<file path="config.mk">
export PLATFORM = sky130hd
export DESIGN_NAME = sdrd_sector_arbiter
export DESIGN_NICKNAME = d
export VERILOG_FILES = /design/src/rtl/sdrd_sector_arbiter.sv
export SDC_FILE = /design/constraint.sdc
export NUM_CORES = 1
export LEC_CHECK = 0
export ABC_AREA = 0
export CAP_MARGIN = 10
export CORE_MARGIN = 5
export CORE_UTILIZATION = 38
export DETAILED_ROUTE_END_ITERATION = 16
export DONT_BUFFER_PORTS = 1
export SETUP_SLACK_MARGIN = 0.3
export SYNTH_ARGS = -nofsm -noshare
export SYNTH_HDL_FRONTEND = slang
export SYNTH_SLANG_ARGS = --single-unit
</file>
<file path="constraint.sdc">
create_clock -name CLK -period 5.6 [get_ports CLK]
set_input_delay 1.12 -clock CLK [delete_from_list [all_inputs] [get_ports CLK]]
set_output_delay 1.12 -clock CLK [all_outputs]
set_load 0.02 [all_outputs]
</file>
<file path="src/rtl/sdrd_sector_arbiter.sv">
// Shares one SPI sector-read engine between the FAT32 walker (requester 0) and the
// image streamer (requester 1): fixed priority to 0, with a streak limit that protects 1.
module sdrd_sector_arbiter #(
  parameter int unsigned TIMEOUT_CYCLES = 1000000,
  parameter int unsigned MAX_STREAK     = 4
) (
  input  logic        CLK,
  input  logic        RST_X,
  input  logic        SPI_INIT,
  input  logic        SPI_BUSY,
  input  logic        SPI_SECWR,
  input  logic        R0_REQ,
  input  logic [31:0] R0_ADR,
  input  logic [31:0] R0_SIZE,
  input  logic [1:0]  R0_TYPE,
  input  logic        R1_REQ,
  input  logic [31:0] R1_ADR,
  input  logic [31:0] R1_SIZE,
  input  logic [1:0]  R1_TYPE,
  output logic        R0_ACK,
  output logic        R1_ACK,
  output logic        R0_SECWR,
  output logic        R1_SECWR,
  output logic        R0_DONE,
  output logic        R1_DONE,
  output logic        R0_ERR,
  output logic        R1_ERR,
  output logic [31:0] ACC_ADR,
  output logic [31:0] ACC_SIZE,
  output logic [1:0]  ACC_TYPE,
  output logic        ACC_START,
  output logic [1:0]  GRANT
);

  localparam int unsigned TO_W = (TIMEOUT_CYCLES > 1) ? $clog2(TIMEOUT_CYCLES) : 1;
  localparam int unsigned ST_W = (MAX_STREAK > 0) ? $clog2(MAX_STREAK + 1) : 1;
  localparam logic [TO_W-1:0] TO_LAST = TO_W'(TIMEOUT_CYCLES - 1);
  localparam logic [ST_W-1:0] ST_MAX  = ST_W'(MAX_STREAK);

  typedef enum logic [2:0] {
    S_WAIT_INIT,
    S_IDLE,
    S_ISSUE,
    S_WAIT_BUSY,
    S_XFER,
    S_FINISH
  } state_e;

  state_e          state_q, state_d;
  logic [1:0]      grant_q, grant_d;
  logic [31:0]     acc_adr_q, acc_adr_d;
  logic [31:0]     acc_size_q, acc_size_d;
  logic [1:0]      acc_type_q, acc_type_d;
  logic [31:0]     sec_cnt_q, sec_cnt_d;
  logic [TO_W-1:0] to_cnt_q, to_cnt_d;
  logic [ST_W-1:0] streak_q, streak_d;
  logic [1:0]      abort_err_q, abort_err_d;

  logic [1:0]  ack;
  logic [1:0]  done;
  logic [1:0]  err;
  logic        acc_start;

  // Arbitration: requester 1 wins only when 0 is idle or 0 has used up its streak.
  logic        win_r1;
  logic        win_any;
  logic [1:0]  win_onehot;
  logic [31:0] win_adr;
  logic [31:0] win_size;
  logic [1:0]  win_type;

  assign win_r1     = R1_REQ && (!R0_REQ || (streak_q == ST_MAX));
  assign win_any    = R0_REQ || R1_REQ;
  assign win_onehot = win_r1 ? 2'b10 : 2'b01;
  assign win_adr    = win_r1 ? R1_ADR  : R0_ADR;
  assign win_size   = win_r1 ? R1_SIZE : R0_SIZE;
  assign win_type   = win_r1 ? R1_TYPE : R0_TYPE;

  always_comb begin
    // NOTE: every signal assigned here gets a default first, so no path can infer a latch.
    state_d     = state_q;
    grant_d     = grant_q;
    acc_adr_d   = acc_adr_q;
    acc_size_d  = acc_size_q;
    acc_type_d  = acc_type_q;
    sec_cnt_d   = sec_cnt_q;
    to_cnt_d    = to_cnt_q;
    streak_d    = streak_q;
    abort_err_d = 2'b00;
    ack         = 2'b00;
    done        = 2'b00;
    err         = 2'b00;
    acc_start   = 1'b0;

    unique case (state_q)
      S_WAIT_INIT: begin
        if (SPI_INIT) state_d = S_IDLE;
      end

      S_IDLE: begin
        if (SPI_INIT && win_any) begin
          if (win_r1 || !R1_REQ) streak_d = '0;
          else                   streak_d = streak_q + ST_W'(1);

          if (win_size == 32'd0) begin
            ack = win_onehot;
            err = win_onehot;
          end else begin
            acc_adr_d  = win_adr;
            acc_size_d = win_size;
            acc_type_d = win_type;
            grant_d    = win_onehot;
            state_d    = S_ISSUE;
          end
        end
      end

      S_ISSUE: begin
        acc_start = 1'b1;
        ack       = grant_q;
        sec_cnt_d = '0;
        to_cnt_d  = '0;
        state_d   = S_WAIT_BUSY;
      end

      S_WAIT_BUSY: begin
        if (SPI_BUSY) begin
          state_d = S_XFER;
        end else if (to_cnt_q == TO_LAST) begin
          err     = grant_q;
          grant_d = 2'b00;
          state_d = S_IDLE;
        end else begin
          to_cnt_d = to_cnt_q + TO_W'(1);
        end
      end

      S_XFER: begin
        // A strobe on the same cycle BUSY falls is still counted before FINISH compares.
        if (SPI_SECWR && (sec_cnt_q != '1)) sec_cnt_d = sec_cnt_q + 32'd1;
        if (!SPI_BUSY) state_d = S_FINISH;
      end

      S_FINISH: begin
        if (sec_cnt_q == acc_size_q) done = grant_q;
        else                         err  = grant_q;
        grant_d = 2'b00;
        state_d = S_IDLE;
      end

      default: state_d = S_WAIT_INIT;
    endcase

    // Losing card init overrides everything; the owner hears about it one cycle later.
    if ((state_q != S_WAIT_INIT) && !SPI_INIT) begin
      abort_err_d = grant_q;
      grant_d     = 2'b00;
      done        = 2'b00;
      err         = 2'b00;
      state_d     = S_WAIT_INIT;
    end
  end

  // NOTE: reset is synchronous and clears every register, including the ACC_* holding registers.
  always_ff @(posedge CLK) begin
    if (!RST_X) begin
      state_q     <= S_WAIT_INIT;
      grant_q     <= 2'b00;
      acc_adr_q   <= '0;
      acc_size_q  <= '0;
      acc_type_q  <= '0;
      sec_cnt_q   <= '0;
      to_cnt_q    <= '0;
      streak_q    <= '0;
      abort_err_q <= 2'b00;
    end else begin
      // NOTE: non-blocking assignments so every register samples the pre-edge _d values.
      state_q     <= state_d;
      grant_q     <= grant_d;
      acc_adr_q   <= acc_adr_d;
      acc_size_q  <= acc_size_d;
      acc_type_q  <= acc_type_d;
      sec_cnt_q   <= sec_cnt_d;
      to_cnt_q    <= to_cnt_d;
      streak_q    <= streak_d;
      abort_err_q <= abort_err_d;
    end
  end

  assign R0_ACK    = ack[0];
  assign R1_ACK    = ack[1];
  assign R0_DONE   = done[0];
  assign R1_DONE   = done[1];
  assign R0_ERR    = err[0] | abort_err_q[0];
  assign R1_ERR    = err[1] | abort_err_q[1];
  assign R0_SECWR  = SPI_SECWR & grant_q[0] & (state_q == S_XFER);
  assign R1_SECWR  = SPI_SECWR & grant_q[1] & (state_q == S_XFER);
  assign ACC_ADR   = acc_adr_q;
  assign ACC_SIZE  = acc_size_q;
  assign ACC_TYPE  = acc_type_q;
  assign ACC_START = acc_start;
  assign GRANT     = grant_q;

endmodule

</file>
==> results.cfg <==
[logic_synthesis]
synth_seq_cells = 128
synth_area_leaders = dfxtp_1, mux2i_1, mux2_2, nand2_1, xor2_1
syn_nets = 1002
syn_inst = 859
synth_cell_types = 68
synthFlopType = dfxtp_1
synth_top_area_cell = dfxtp_1
yosysWarnings = 0
syn-mean-instance-area_um2 = 8.59
yosys.area.top_type_share = 0.347
syn_area_um2 = 7380
ys_seq_area_frac = 0.347
async_flop_share = 0
synth_edf_count = 0

[layout]
drive_gt1_frac = 0.160
mostFrequentLayoutCell = nand2_1
layout_common_cells = nand2_1, dfxtp_1, mux2i_1, mux2_2, a21oi_1
fin_cells = 1114
area_delta_synth_final_pct = 10.3
utilization = 0.423
antenna_cells = 0
nNetsFinal = 979

[die]
core_area_um2 = 19300
chipWidth_um = 149
rows = 51
start_util = 0.383
die_y_um = 149
pin_count = 216
dieArea_um2 = 22300

[place]
dp_hpwl_mm = 15.8
dpl_worst_slack_ps = 1430
dp_cells = 1082
place.gp.congestion = 0.829
port_buffers = 0

[worst_setup_path]
regToRegStartpoint = streak_q[0]
reg2reg_depth = 9
cp_max_fo = 17
cp.arrival_ps = 3100
cp_data_required_time_ps = 4480
start_kind = register
endpoint_kind = output pin
crit-reg2reg-capture = ACC_SIZE[22]
r2r_slack_ps = 2320
worstSetupPathType = register to output pin

[power]
ir_drop_uv = 210
leakagePower_nw = 3.34
power_density_nw_per_um2 = 275

[drt]
vias = 6208
wl_per_cell_um = 19.1
wl_mm = 21.3
dr.pass1.iters = 5
drc = 0
antenna_left = 0
via_per_inst = 5.57
drtIter0Drc = 471

[clocking]
clock_sinks = 128
cts_root_buffer = clkbuf_16
htreeDepth = 4
cts_hold_buf = 0
clock_path_buffers = 2
clk_pin_slew_ps = 60
postCtsSetupBuffers = 0
cts_tree = done
cts-resized-gates = 0
insertion_delay_ps = 430
cts_inserted_buffers = 17

[grt]
track_usage = 0.192
grt_max_degree = 149
overflow = 0
grt_pass1_vias = 5921
antenna_found_initial = 0
grt_pass1_wl_mm = 33.4

[sta]
fin_crit_sh = 0.753
rsz0062_at_grt = no
setup_ws_ps = 1380
report.final.setup_viol = 0
fmax_mhz = 237
period_minus_slack_ps = 4220
slew_viol_final = 0
skew_ps = 8.03
holdWs_ps = 473
relSlewSlack = 0.374
hold_viol_final = 0
tns_ps = 0
worst_pin_slew_ps = 935

[worst_hold_path]
hold_path_end = to_cnt_q[5]
hp-start = to_cnt_q[5]
hold-path-cell-count = 2
hold_path_class = register to register

[outcome]
status = finished clean

[flow_run]
cap_viol_max_count = 0
==> worst max path at each step <==
stage | from | endpoint | slack, ps | cells past startpoint
3_3_place_gp | R0_SIZE[9] | R0_ERR | 1430 | 6
6_report | state_q[0] | R0_ERR | 1380 | 6
5_1_grt | state_q[0] | R0_ERR | 1150 | 6
3_5_place_dp | R0_REQ | R0_ERR | 1430 | 6
4_1_cts | state_q[0] | R0_ERR | 1350 | 6
2_1_floorplan | R0_REQ | R0_ERR | 1560 | 6
==> power breakdown <==
group	switching [mW]	internal (mW)
clock network	0.448	0.672
registers	0.0411	0.927
logic	0.0775	0.0713
==> critical path: stages (launching register included) <==
cell and delay, ps:
dfxtp_1 660, nand2_1 190, or4_1 630, nor4_1 630
nor3_1 100, a211oi_1 270, buf_4 190
==> stage by stage <==
stage               power (mW)  cell area [um^2]
floorplan                 1.11              7380
detailed placement        1.14              7550
global placement          1.14              7550
finish                    2.24              8140
global route              2.32              8140
CTS                       2.25              8140
==> sequential cells by signal, indices dropped and copies added (netlist names) <==
| signal | count |
|---|---|
| GRANT | 2 |
| ACC_TYPE | 2 |
| ACC_SIZE | 32 |
| ACC_ADR | 32 |
| abort_err_q | 2 |
| streak_q | 3 |
| sec_cnt_q | 32 |
| state_q | 3 |
| to_cnt_q | 20 |
==> per-layer routing <==
layer / wire [um] / global-route usage / part of all wire
met1: 9420 / 0.251 / 0.44
met5: 0 / 0 / 0
met4: 426 / 0.0650 / 0.020
met2: 10000 / 0.304 / 0.47
met3: 1420 / 0.0559 / 0.067
==> cell families after synthesis <==
kind of cell             Yosys count  share of synthesized area
adder cells (fa/ha/maj)            4                    0.00678
buffers and inverters             59                     0.0366
AND/OR/NAND/NOR                  380                      0.268
AO/OA/AOI/OAI                    104                     0.0881
multiplexers                     143                      0.205
XOR/XNOR                          41                     0.0486
flip-flops                       128                      0.347
==> final cells by class <==
| class | instances | area, um^2 |
|---|---|---|
| Clock buffer | 18 | 439 |
| Clock inverter | 14 | 155 |
| Fill cell | 1962 | 11100 |
| Inverter | 11 | 41.3 |
| Multi-Input combinational cell | 672 | 4570 |
| Sequential cell | 128 | 2560 |
| Tap cell | 265 | 332 |
| Timing Repair Buffer | 6 | 45.0 |
==> Yosys cell counts (4+ instances only) <==
cell type / instances
nor2_1: 21
inv_1: 10
and3_1: 10
nand2_1: 181
nand4_1: 23
or4_1: 11
mux2i_1: 77
dfxtp_1: 128
or4_2: 4
xnor2_1: 9
buf_1: 6
mux2_2: 66
nand3_1: 19
a21oi_1: 36
and2_1: 8
buf_2: 11
o21ai_0: 22
xor2_1: 32
clkbuf_1: 25
o21a_1: 4
ha_1: 4
a21o_1: 4
or3_1: 16
nand2b_1: 6
o31ai_1: 9
and3_2: 4
a31oi_1: 4
o211ai_1: 4
nor4_1: 32
nor3_1: 16
Power figures use the tool's default switching activity.
